**src/rtl/fetch_unit_if.sv**
```systemverilog
// AXI4 read-address and read-data channel bundle between the fetch unit and memory.
//   master: fetch side. It drives AR and rready, and receives arready and the R channel.
//   slave : memory side. It is the mirror image of master.
interface fetch_unit_if #(
    parameter int unsigned ID_WIDTH   = 13,
    parameter int unsigned ADDR_WIDTH = 64,
    parameter int unsigned DATA_WIDTH = 64
);
    logic [ID_WIDTH-1:0]   m_axi_arid;
    logic [ADDR_WIDTH-1:0] m_axi_araddr;
    logic [7:0]            m_axi_arlen;
    logic [2:0]            m_axi_arsize;
    logic [1:0]            m_axi_arburst;
    logic                  m_axi_arlock;
    logic [3:0]            m_axi_arcache;
    logic [2:0]            m_axi_arprot;
    logic                  m_axi_arvalid;
    logic                  m_axi_arready;
    logic [ID_WIDTH-1:0]   m_axi_rid;
    logic [DATA_WIDTH-1:0] m_axi_rdata;
    logic [1:0]            m_axi_rresp;
    logic                  m_axi_rlast;
    logic                  m_axi_rvalid;
    logic                  m_axi_rready;

    modport master (
        output m_axi_arid, m_axi_araddr, m_axi_arlen, m_axi_arsize, m_axi_arburst,
               m_axi_arlock, m_axi_arcache, m_axi_arprot, m_axi_arvalid, m_axi_rready,
        input  m_axi_arready, m_axi_rid, m_axi_rdata, m_axi_rresp, m_axi_rlast, m_axi_rvalid
    );

    modport slave (
        input  m_axi_arid, m_axi_araddr, m_axi_arlen, m_axi_arsize, m_axi_arburst,
               m_axi_arlock, m_axi_arcache, m_axi_arprot, m_axi_arvalid, m_axi_rready,
        output m_axi_arready, m_axi_rid, m_axi_rdata, m_axi_rresp, m_axi_rlast, m_axi_rvalid
    );
endinterface

```
**src/rtl/fetch_unit.sv**
```systemverilog
// Instruction fetch stage. It fetches one 64-byte line as an 8-beat AXI WRAP burst into a
// 16-word line buffer. It then presents one instruction and its PC per valid/ready handshake.
// A redirect flushes the buffer and restarts fetch; any burst already in flight is drained.
// Ports:
//   clk, reset      : clock, asynchronous active-high reset
//   entry           : first fetch PC, taken on the first clock after reset
//   redirect_valid  : branch/jump redirect strobe
//   redirect_pc     : redirect target; bits [1:0] are ignored
//   out_valid/ready : handshake for the instruction output
//   out_pc/out_inst : PC and instruction word
//   fetch_error     : sticky flag, set by any non-OKAY read response
//   axi             : AXI read channels (master side)
module fetch_unit #(
    parameter int unsigned ID_WIDTH   = 13,
    parameter int unsigned ADDR_WIDTH = 64,
    parameter int unsigned DATA_WIDTH = 64
) (
    input  logic                  clk,
    input  logic                  reset,
    input  logic [ADDR_WIDTH-1:0] entry,
    input  logic                  redirect_valid,
    input  logic [ADDR_WIDTH-1:0] redirect_pc,
    output logic                  out_valid,
    input  logic                  out_ready,
    output logic [ADDR_WIDTH-1:0] out_pc,
    output logic [31:0]           out_inst,
    output logic                  fetch_error,
    fetch_unit_if.master          axi
);

    typedef enum logic [2:0] {StIdle, StReq, StData, StServe, StDrain} state_e;

    state_e                state_q, state_d;
    logic [ADDR_WIDTH-1:0] pc_q, pc_d;
    logic [ADDR_WIDTH-1:0] araddr_q, araddr_d;
    logic [7:0]            beat_valid_q, beat_valid_d;
    logic [2:0]            beat_cnt_q, beat_cnt_d;
    logic                  redir_pend_q, redir_pend_d;  // redirect seen while AR still pending
    logic                  err_q, err_d;
    logic [31:0]           line_q [16];

    logic [DATA_WIDTH-1:0] rdata;
    logic [3:0]            idx;
    logic                  beat_acc;
    logic                  last_acc;
    logic                  handshake;
    logic                  unused_ok;

    assign rdata     = axi.m_axi_rdata;
    assign idx       = pc_q[5:2];
    assign beat_acc  = axi.m_axi_rvalid && axi.m_axi_rready;
    assign last_acc  = beat_acc && axi.m_axi_rlast;
    assign handshake = out_valid && out_ready;
    assign unused_ok = ^{axi.m_axi_rid, redirect_pc[1:0]};

    // Constant AR attributes: one 8 x 8-byte WRAP burst per line.
    assign axi.m_axi_arid    = {ID_WIDTH{1'b0}};
    assign axi.m_axi_araddr  = araddr_q;
    assign axi.m_axi_arlen   = 8'd7;
    assign axi.m_axi_arsize  = 3'd3;
    assign axi.m_axi_arburst = 2'b10;
    assign axi.m_axi_arlock  = 1'b0;
    assign axi.m_axi_arcache = 4'd0;
    assign axi.m_axi_arprot  = 3'b110;
    assign axi.m_axi_arvalid = (state_q == StReq);
    assign axi.m_axi_rready  = (state_q == StData) || (state_q == StDrain);

    assign out_pc      = pc_q;
    assign out_inst    = line_q[idx];
    assign fetch_error = err_q;
    assign out_valid   = ((state_q == StData) || (state_q == StServe)) &&
                         beat_valid_q[idx[3:1]] && !err_q;

    always_comb begin
        state_d      = state_q;
        pc_d         = pc_q;
        araddr_d     = araddr_q;
        beat_valid_d = beat_valid_q;
        beat_cnt_d   = beat_cnt_q;
        redir_pend_d = redir_pend_q;
        err_d        = err_q;

        if (beat_acc) begin
            beat_cnt_d = beat_cnt_q + 3'd1;
            if (state_q == StData) begin
                beat_valid_d[beat_cnt_q] = 1'b1;
            end
            if (axi.m_axi_rresp != 2'b00) begin
                err_d = 1'b1;
            end
        end

        unique case (state_q)
            StIdle: begin
                pc_d    = entry;
                state_d = StReq;
            end
            StReq: begin
                if (axi.m_axi_arready) begin
                    beat_valid_d = '0;
                    beat_cnt_d   = '0;
                    redir_pend_d = 1'b0;
                    state_d      = redir_pend_q ? StDrain : StData;
                end
            end
            StData: begin
                if (handshake) begin
                    pc_d = pc_q + ADDR_WIDTH'(4);
                end
                if (last_acc) begin
                    state_d = StServe;
                end
            end
            StServe: begin
                if (handshake) begin
                    pc_d = pc_q + ADDR_WIDTH'(4);
                    if (idx == 4'd15) begin
                        state_d = StReq;
                    end
                end
            end
            StDrain: begin
                if (last_acc) begin
                    state_d = StReq;
                end
            end
            default: state_d = StIdle;
        endcase

        // Redirect overrides any same-cycle handshake increment.
        if (redirect_valid) begin
            pc_d         = {redirect_pc[ADDR_WIDTH-1:2], 2'b00};
            beat_valid_d = '0;
            case (state_q)
                StIdle, StServe: state_d = StReq;
                StData, StDrain: state_d = last_acc ? StReq : StDrain;
                StReq: begin
                    if (axi.m_axi_arready) begin
                        state_d = StDrain;
                    end else begin
                        redir_pend_d = 1'b1;
                    end
                end
                default: state_d = StIdle;
            endcase
        end

        // The AR address is latched on entry to REQ and stays stable until it is accepted.
        if ((state_d == StReq) && (state_q != StReq)) begin
            araddr_d = {pc_d[ADDR_WIDTH-1:6], 6'b0};
        end
    end

    always_ff @(posedge clk or posedge reset) begin
        if (reset) begin
            state_q      <= StIdle;
            pc_q         <= '0;
            araddr_q     <= '0;
            beat_valid_q <= '0;
            beat_cnt_q   <= '0;
            redir_pend_q <= 1'b0;
            err_q        <= 1'b0;
        end else begin
            state_q      <= state_d;
            pc_q         <= pc_d;
            araddr_q     <= araddr_d;
            beat_valid_q <= beat_valid_d;
            beat_cnt_q   <= beat_cnt_d;
            redir_pend_q <= redir_pend_d;
            err_q        <= err_d;
        end
    end

    // Line storage needs no reset; beat_valid qualifies every read of it.
    always_ff @(posedge clk) begin
        if ((state_q == StData) && beat_acc) begin
            line_q[{beat_cnt_q, 1'b0}] <= rdata[31:0];
            line_q[{beat_cnt_q, 1'b1}] <= rdata[63:32];
        end
    end

endmodule

```
**src/flat_wrapper.sv**
```systemverilog
// flat-port wrapper written by rule: the top's interface ports become plain ports
module fetch_unit_flat 
#(
    parameter int unsigned ID_WIDTH   = 13,
    parameter int unsigned ADDR_WIDTH = 64,
    parameter int unsigned DATA_WIDTH = 64
)
  (clk, reset, entry, redirect_valid, redirect_pc, out_valid, out_ready, out_pc, out_inst, fetch_error, axi_m_axi_arid, axi_m_axi_araddr, axi_m_axi_arlen, axi_m_axi_arsize, axi_m_axi_arburst, axi_m_axi_arlock, axi_m_axi_arcache, axi_m_axi_arprot, axi_m_axi_arvalid, axi_m_axi_rready, axi_m_axi_arready, axi_m_axi_rid, axi_m_axi_rdata, axi_m_axi_rresp, axi_m_axi_rlast, axi_m_axi_rvalid);
  fetch_unit_if #(.ID_WIDTH(ID_WIDTH), .ADDR_WIDTH(ADDR_WIDTH), .DATA_WIDTH(DATA_WIDTH)) axi_i ();
  input  logic clk;
  input  logic reset;
  input  logic [ADDR_WIDTH-1:0] entry;
  input  logic redirect_valid;
  input  logic [ADDR_WIDTH-1:0] redirect_pc;
  output logic out_valid;
  input  logic out_ready;
  output logic [ADDR_WIDTH-1:0] out_pc;
  output logic [31:0] out_inst;
  output logic fetch_error;
  output wire logic [$bits(axi_i.m_axi_arid)-1:0] axi_m_axi_arid;
  output wire logic [$bits(axi_i.m_axi_araddr)-1:0] axi_m_axi_araddr;
  output wire logic [$bits(axi_i.m_axi_arlen)-1:0] axi_m_axi_arlen;
  output wire logic [$bits(axi_i.m_axi_arsize)-1:0] axi_m_axi_arsize;
  output wire logic [$bits(axi_i.m_axi_arburst)-1:0] axi_m_axi_arburst;
  output wire logic [$bits(axi_i.m_axi_arlock)-1:0] axi_m_axi_arlock;
  output wire logic [$bits(axi_i.m_axi_arcache)-1:0] axi_m_axi_arcache;
  output wire logic [$bits(axi_i.m_axi_arprot)-1:0] axi_m_axi_arprot;
  output wire logic [$bits(axi_i.m_axi_arvalid)-1:0] axi_m_axi_arvalid;
  output wire logic [$bits(axi_i.m_axi_rready)-1:0] axi_m_axi_rready;
  input wire logic [$bits(axi_i.m_axi_arready)-1:0] axi_m_axi_arready;
  input wire logic [$bits(axi_i.m_axi_rid)-1:0] axi_m_axi_rid;
  input wire logic [$bits(axi_i.m_axi_rdata)-1:0] axi_m_axi_rdata;
  input wire logic [$bits(axi_i.m_axi_rresp)-1:0] axi_m_axi_rresp;
  input wire logic [$bits(axi_i.m_axi_rlast)-1:0] axi_m_axi_rlast;
  input wire logic [$bits(axi_i.m_axi_rvalid)-1:0] axi_m_axi_rvalid;
  assign axi_m_axi_arid = axi_i.m_axi_arid;
  assign axi_m_axi_araddr = axi_i.m_axi_araddr;
  assign axi_m_axi_arlen = axi_i.m_axi_arlen;
  assign axi_m_axi_arsize = axi_i.m_axi_arsize;
  assign axi_m_axi_arburst = axi_i.m_axi_arburst;
  assign axi_m_axi_arlock = axi_i.m_axi_arlock;
  assign axi_m_axi_arcache = axi_i.m_axi_arcache;
  assign axi_m_axi_arprot = axi_i.m_axi_arprot;
  assign axi_m_axi_arvalid = axi_i.m_axi_arvalid;
  assign axi_m_axi_rready = axi_i.m_axi_rready;
  assign axi_i.m_axi_arready = axi_m_axi_arready;
  assign axi_i.m_axi_rid = axi_m_axi_rid;
  assign axi_i.m_axi_rdata = axi_m_axi_rdata;
  assign axi_i.m_axi_rresp = axi_m_axi_rresp;
  assign axi_i.m_axi_rlast = axi_m_axi_rlast;
  assign axi_i.m_axi_rvalid = axi_m_axi_rvalid;
  fetch_unit #(.ID_WIDTH(ID_WIDTH), .ADDR_WIDTH(ADDR_WIDTH), .DATA_WIDTH(DATA_WIDTH)) u_core (.clk(clk), .reset(reset), .entry(entry), .redirect_valid(redirect_valid), .redirect_pc(redirect_pc), .out_valid(out_valid), .out_ready(out_ready), .out_pc(out_pc), .out_inst(out_inst), .fetch_error(fetch_error), .axi(axi_i));
endmodule
```
**config.mk**
```make
export PLATFORM = sky130hd
export DESIGN_NAME = fetch_unit_flat
export DESIGN_NICKNAME = d
export VERILOG_FILES = /design/src/rtl/fetch_unit_if.sv /design/src/rtl/fetch_unit.sv /design/src/flat_wrapper.sv
export SDC_FILE = /design/constraint.sdc
export NUM_CORES = 1
export LEC_CHECK = 0
export ABC_CLOCK_PERIOD_IN_PS = 18200
export BUFFER_PORTS_ARGS = -buffer_cell sky130_fd_sc_hd__buf_2
export CAP_MARGIN = 25
export CORE_AREA = 2 2 229 231
export CTS_CLUSTER_SIZE = 25
export DETAILED_ROUTE_END_ITERATION = 16
export DIE_AREA = 0 0 231 233
export GPL_ROUTABILITY_DRIVEN = 0
export PLACE_DENSITY_LB_ADDON = 0.3
export REMOVE_ABC_BUFFERS = 1
export SYNTH_ARGS = -nofsm -noshare
export SYNTH_HDL_FRONTEND = slang
export SYNTH_SLANG_ARGS = --single-unit
```
**constraint.sdc**
```tcl
create_clock -name clk -period 18.2 [get_ports clk]
set_input_delay 5.46 -clock clk [delete_from_list [all_inputs] [get_ports clk]]
set_output_delay 5.46 -clock clk [all_outputs]
set_load 0.005 [all_outputs]
```
**Yosys cells after proc, flatten, opt, wreduce, memory -nomap -nowiden**

Memory sizes are Yosys's and may differ from the RTL's.
Cells that the tools add are included.

- Memory bits (writable): 512
- Flip-flop bits (word level): 138
- Logic and storage cells: 75
- Input port bits: 214
- Output and inout port bits: 198
- Memories kept: 1

- Equality and inequality tests: 8
- Bitwise logic cells: 1
- Mux-type cells: 33
- Add/subtract/negate cells: 2
- Order comparisons: 3
- Reductions and logical operators: 19

Memory list:

| memory | depth | bits a word | read ports | clocked after memory_dff | write ports | line | source |
|---|---|---|---|---|---|---|---|
| u_core.line_q | 16 | 32 | 1 | 0 | 2 | fetch_unit.sv:40 | `logic [31:0] line_q [16];` |

Operators with widths:

| cell | count |
|---|---|
| $mux 64 | 2 |
| $pmux 64 s2 | 1 |
| $add 64x3->64 const B | 1 |
| $mux 8 | 5 |
| $mux 3 | 12 |
| $pmux 3 s5 | 1 |
| $mux 1 | 9 |
| $pmux 3 s3 | 1 |
| $logic_and 1x1->1 | 8 |
| $lt 3x4->1 const B | 2 |
| $or 8x8->8 | 1 |
| $eq 3x1->1 const B | 2 |
| $eq 3x2->1 const B | 2 |
| $ne 3x1->1 const B | 2 |
| $reduce_or 2->1 | 3 |
| $eq 4x4->1 const B | 1 |
| $reduce_and 2->1 | 2 |
| $add 3x1->3 const B | 1 |
| $bmux 1 s3 | 1 |
| $demux 1 s3 | 1 |
| $eq 3x3->1 const B | 1 |
| $ge 3x1->1 const B | 1 |
| $logic_not 3->1 | 1 |
| $reduce_bool 3->1 | 1 |
| other kinds (3) | 4 |

**Longest topological paths before layout**

Gate-level depths: netlist of run 1.

- Word-level depth: 12
- Depth in mapped cells: 10
- Gate-level depth less buffers: 6

**Worst setup path after synthesis of run 1**

OpenSTA, ideal clock, no wires.

- Path type: in2reg
- Start point: in axi_m_axi_rvalid
- End point: mem u_core.line_q[0][0], enable pin
- Arrival: 10.511 ns
- Cell stages on the path: 2
- Required time: 17.633 ns
- Slack: 7.122 ns
- Path buffers: 0
- Setup time: 0.567 ns
- Cell sequence: or4b_2 -> nor3_1

RTL lines:

| what | line | source |
|---|---|---|
| start, declared | flat_wrapper.sv:35 | `input wire logic [$bits(axi_i.m_axi_rvalid)-1:0] axi_m_axi_rvalid;` |
| end, declared | fetch_unit.sv:40 |  |

**Worst setup path in the final report of run 1**

- Start point: reg u_core.pc_q[2], in the netlist u_core.out_pc[2]
- End point: out out_inst[7]

- Longest elaborated chain between the ends: 1

RTL lines:

| what | line | source |
|---|---|---|
| start, declared | fetch_unit.sv:34 | `logic [ADDR_WIDTH-1:0] pc_q, pc_d;` |
| start signal, assigned | fetch_unit.sv:165 | `pc_q <= pc_d;` |
| $mem_v2 16x32 | -- |  |
| end, declared | flat_wrapper.sv:18 | `output logic [31:0] out_inst;` |

No other way between the ends.

==> flow_summary.toml, run 1 <==
[power_and_ir_drop]
pwr-share-clk = 0.304
p_switching_mw = 1.39
p_int_mw = 3.14
seqPwrFrac = 0.428
p_per_area_nw_per_um2 = 139
sw_frac_of_total = 0.307
pwr-share-comb = 0.268
leakage_nw = 11.5
ir_worst_vdd_mv = 0.0845

[sta]
tns_ps = 0
period_minus_slack_ps = 8910
max-slew-margin-rel = 0.285
tightest_slew_ps = 1070
fin_crit_sh = 0.490
rsz0062_at_grt = "false"
timing.final.max_slew_violations = 0
timing_hold_violations_final = 0
holdWs_ps = 487
finalSetupViolCount = 0
max_freq_mhz = 112
finalClockSkew_ps = 32.7

[logic_synthesis]
ys_types = 68
synth-edff-count = 512
synth-compound-area-share = 0.0660
syn_area_um2 = 28000
synth_top_flop_cell = "edfxtp_1"
syn_area_per_cell_um2 = 16.5
yosysWarnings = 0
ys_seq_elements = 650
synth_xor_xnor_area_share = 0.00157
synth_top_family_by_area = "multiplexers"
seq_area_frac_synth = 0.673
synthAdderAreaFrac = 0.000895
synth-simple-area-share = 0.0714
synthCells = 1694
async_flop_share = 0.212
synthMuxAreaShare = 0.154

[route]
wl_um = 70700
dr.first_iter.drc_count = 1796
avgViaCountPerCell = 6.35
ant_nets = 0
first_pass_iters = 7
drc_errors = 0
via_count = 17600
wl_per_cell_um = 25.5

[global_route]
antenna_found_initial = 16
grt_overflow_total = 0
grt_max_degree = 111
grt_pass1_wl_um = 105000
grt_pass1_vias = 17400
track_usage = 0.261

[floorplan]
num_rows = 83
start_util = 0.547
die_y_um = 233
num_io_pins = 412
coreArea_um2 = 51100
fp.dieArea_um2 = 53800
die_w_um = 231

[layout]
syn_to_final_growth_pct = 16.8
design_area_um2 = 32700
final_util = 0.639
layout_commonest_cell = "edfxtp_1"
layout_common_cells = "edfxtp_1 (512), buf_2 (355), mux4_2 (160)"
stdcell_count = 2776
drive_above_1_share = 0.353
finalNetCount = 2246

[critical_path]
cp_max_fo = 110
startpoint_type = "flop"
cp.required_ps = 12740
rrSetupSlack_ps = 13830
critPathArrivalTime_ps = 3450
path_class = "reg2out"
end_kind = "primary output"

[clock_tree]
cts.hold.buffers_added = 0
cts_sinks = 650
cts_buffers = 66
clockRootBuffer = "clkbuf_16"
cts_htree_levels = 3
clk_pin_slew_worst_paths_ps = 60
post-cts-setup-buffers = 0
cts_tree = "done"
clock_latency_ps = 620
cts.repair.resized = 0
clock_path_buffers = 3

[placed_design]
dp_cells = 2636
placement.cell_area_um2 = 30200
io_buffers = 356
dpl.hpwl_um = 41800

[run_status]
outcome = "completed"

[hold_path]
hold_path_class = "reg2reg"

[run]
maxCapViolations = 0
## logic make-up after synthesis
logic type               count (synthesis)
AO/OA/AOI/OAI                          257
XOR/XNOR                                 5
adder cells (fa/ha/maj)                  2
buffers and inverters                  189
flip-flops                             650
multiplexers                           224
other                                    2
AND/OR/NAND/NOR                        365
## metal layers
layer	share of wire	vias up	GRT usage
li1	-	7503	-
met1	0.39	9077	0.353
met2	0.50	874	0.422
met3	0.076	157	0.0482
met4	0.035	8	0.109
met5	0.00078	-	0
## path summary, 6_finish.rpt
kind,startpoint,cells past startpoint,end
max,u_core.out_pc[2],4,out_inst[7]
max reg2reg,u_core.out_pc[4],6,u_core.axi.m_axi_araddr[56]
min reg2reg,u_core.beat_valid_q[5],1,u_core.beat_valid_q[5]
min,u_core.beat_valid_q[5],1,u_core.beat_valid_q[5]
max in group asynchronous,reset,3,u_core.out_pc[4]
min in group asynchronous,reset,2,u_core.beat_cnt_q[1]
## area by class of cell
cell class / instances / area, µm²
Sequential cell: 650 / 18800
Fill cell: 3616 / 18400
Multi-Input combinational cell: 893 / 8440
Timing Repair Buffer: 386 / 2130
Clock buffer: 78 / 1730
Tap cell: 680 / 851
Clock inverter: 43 / 504
Inverter: 33 / 129
Antenna cell: 13 / 32.5
## power by group through the flow
stage / logic, mW / clock network (mW) / registers (mW)
final: 1.22 / 1.38 / 1.94
after global routing: 1.31 / 1.46 / 1.96
after CTS: 1.20 / 1.41 / 1.93
after detailed placement: 1.20 / 0 / 1.96
after global placement: 1.17 / 0 / 1.95
after floorplan: 0.743 / 0 / 1.97
## registers in the layout, summed over array words and instances, names as in the netlist, named ones only
register	cells
u_core.line_q	512
u_core.out_pc	64
u_core.axi.m_axi_araddr	58
u_core.beat_valid_q	8
u_core.beat_cnt_q	3
u_core.state_q	3
u_core.fetch_error	1
## critical path, cell delays in order (launching register included)
cell and delay (ps):
dfrtp_4 740, buf_12 630, mux4_2 610, mux4_2 540
buf_2 160
## cells in the mapped netlist (all sizes together) (3+ instances only)
cell type | n | area share
a211o | 3 | 0.00094
a21oi | 43 | 0.0077
a221o | 19 | 0.0068
a221oi | 38 | 0.012
a31oi | 24 | 0.0054
a32oi | 6 | 0.0019
and2 | 15 | 0.0034
and3 | 20 | 0.0045
and4 | 13 | 0.0041
buf | 73 | 0.016
clkbuf | 83 | 0.011
dfrtp | 138 | 0.12
edfxtp | 512 | 0.55
inv | 33 | 0.0044
mux2 | 59 | 0.024
mux2i | 5 | 0.0018
mux4 | 160 | 0.13
nand2 | 67 | 0.0090
nand2b | 14 | 0.0031
nand3 | 32 | 0.0057
nand3b | 4 | 0.0011
nand4 | 30 | 0.0069
nor2 | 65 | 0.0087
nor2b | 13 | 0.0029
nor3 | 27 | 0.0048
nor4 | 20 | 0.0051
o211ai | 20 | 0.0054
o21a | 12 | 0.0032
o21ai | 40 | 0.0072
o22ai | 8 | 0.0018
o311a | 6 | 0.0021
o311ai | 4 | 0.0013
o31a | 8 | 0.0025
o41ai | 7 | 0.0022
or3 | 20 | 0.0047
or4 | 16 | 0.0043
xnor2 | 3 | 0.00094
## metrics by stage
| step | power (mW) | setup slack [ps] |
|---|---|---|
| 2_1_floorplan | 2.72 | 6570 |
| 3_3_place_gp | 3.13 | 9480 |
| 3_5_place_dp | 3.16 | 9460 |
| 4_1_cts | 4.54 | 8820 |
| 5_1_grt | 4.73 | 9030 |
| 6_report | 4.54 | 9290 |
Power figures use the tool's default switching activity.
==> run 2: changes to the inputs <==
ABC_CLOCK_PERIOD_IN_PS = 7500   (was 18200)
CORE_AREA = 2 2 235 237   (was 2 2 229 231)
DIE_AREA = 0 0 237 239   (was 0 0 231 233)
clock period = 7.5 ns   (was 18.2 ns; I/O delays follow)
==> flow_summary.toml, run 2 (same netlist as run 1, synthesis figures left out) <==
[clock_tree]
clockRootBuffer = "clkbuf_16"
cts.hold.buffers_added = 0
cts_tree = "done"
cts_sinks = 650
clk_pin_slew_worst_paths_ps = 60
cts.repair.resized = 0
cts_buffers = 68
clock_path_buffers = 3
post-cts-setup-buffers = 0
cts_htree_levels = 3
clock_latency_ps = 610

[run]
maxCapViolations = 0

[run_status]
outcome = "completed"

[sta]
finalSetupViolCount = 0
max-slew-margin-rel = 0.331
holdWs_ps = 486
finalClockSkew_ps = 20.7
rsz0062_at_grt = "false"
tightest_slew_ps = 1000
timing_hold_violations_final = 0
setup_ws_ps = 1940
fin_crit_sh = 0.741
tns_ps = 0
period_minus_slack_ps = 5560
timing.final.max_slew_violations = 0
max_freq_mhz = 180

[floorplan]
die_w_um = 237
num_rows = 86
num_io_pins = 412
die_y_um = 239
fp.dieArea_um2 = 56600
start_util = 0.514
coreArea_um2 = 54300

[power_and_ir_drop]
ir_worst_vdd_mv = 0.276
power.total_mw = 10.9
p_per_area_nw_per_um2 = 335
leakage_nw = 11.5

[global_route]
grt_max_degree = 91
antenna_found_initial = 15
grt_overflow_total = 0
grt_pass1_wl_um = 105000
track_usage = 0.247
grt_pass1_vias = 17200

[placed_design]
io_buffers = 356
dpl_worst_slack_ps = 2470
dpl.hpwl_um = 43500
dp_cells = 2668

[critical_path]
startpoint_type = "flop"
cp_num_buf_inv = 2
worst_path_most_repeated_cell = "mux4_2"
critPathArrivalTime_ps = 3310
crit_chain = "buf_12 -> mux4_2 -> mux4_2 -> buf_2"
slowest_stage = "dfrtp_4"
end_kind = "primary output"
crit_family = "flip-flops"
max_stage_delay_ps = 1020
cp_max_fo = 74
path_class = "reg2out"
cp.required_ps = 5250

[layout]
layout_commonest_cell = "edfxtp_1"
layout_common_cells = "edfxtp_1 (512), buf_2 (356), mux4_2 (160)"
drive_above_1_share = 0.351
finalNetCount = 2250
largest_reg_flops = 512
multiInputGateArea_um2 = 8440
stdcell_count = 2797
register_area_um2 = 18800
top_register = "u_core.line_q"
fill_cells = 4063
syn_to_final_growth_pct = 16.5

[route]
first_pass_iters = 9
avgViaCountPerCell = 6.16
ant_nets = 0
drc_errors = 0
wl_per_cell_um = 25.0
dr.first_iter.drc_count = 1616
via_count = 17200
wl_um = 69900

[hold_path]
hold_path_class = "reg2reg"
-- run 2: cell type report --
type,count,share of cell area
inverters,33,0.00396
clock inverters,36,0.0116
well taps,704,0.0270
clock buffers,83,0.0546
multi-input cells,893,0.259
flip-flops and latches,650,0.578
repair buffers,388,0.0645
diodes,10,0.000768
-- run 2: worst paths after layout --
kind                                         from                     endpoint  slack, ps  cells past startpoint
min in group asynchronous                   reset  u_core.axi.m_axi_araddr[19]       1810                      2
max                              u_core.out_pc[3]                 out_inst[31]       1940                      4
max in group asynchronous                   reset            u_core.out_pc[28]       4470                      3
max reg2reg                      u_core.out_pc[3]  u_core.axi.m_axi_araddr[10]       3090                      8
min                        u_core.beat_valid_q[0]       u_core.beat_valid_q[0]        490                      1
min reg2reg                u_core.beat_valid_q[0]       u_core.beat_valid_q[0]        490                      1
-- run 2: per-stage QoR --
| stage | cell area, µm² | util |
|---|---|---|
| after global routing | 32600 | 0.599 |
| after detailed placement | 30400 | 0.559 |
| after global placement | 30300 | 0.558 |
| after CTS | 32500 | 0.599 |
| after floorplan | 27300 | - |
| final | 32600 | 0.599 |
-- run 2: where the power goes --
group          internal, mW  switching (mW)  leakage (nW)
clock                  1.88            1.39          1.06
combinational          1.43            1.48          4.19
sequential             4.23           0.490          6.20
total                  7.54            3.36          11.5
-- run 2: layer usage --
layer  track usage  wire length [µm]  up-vias
met4         0.104              2650       10
met3        0.0528              5290      182
met1         0.317             26700     8757
li1              -                 -     7493
met2         0.414             35200      793
met5             0                47        -
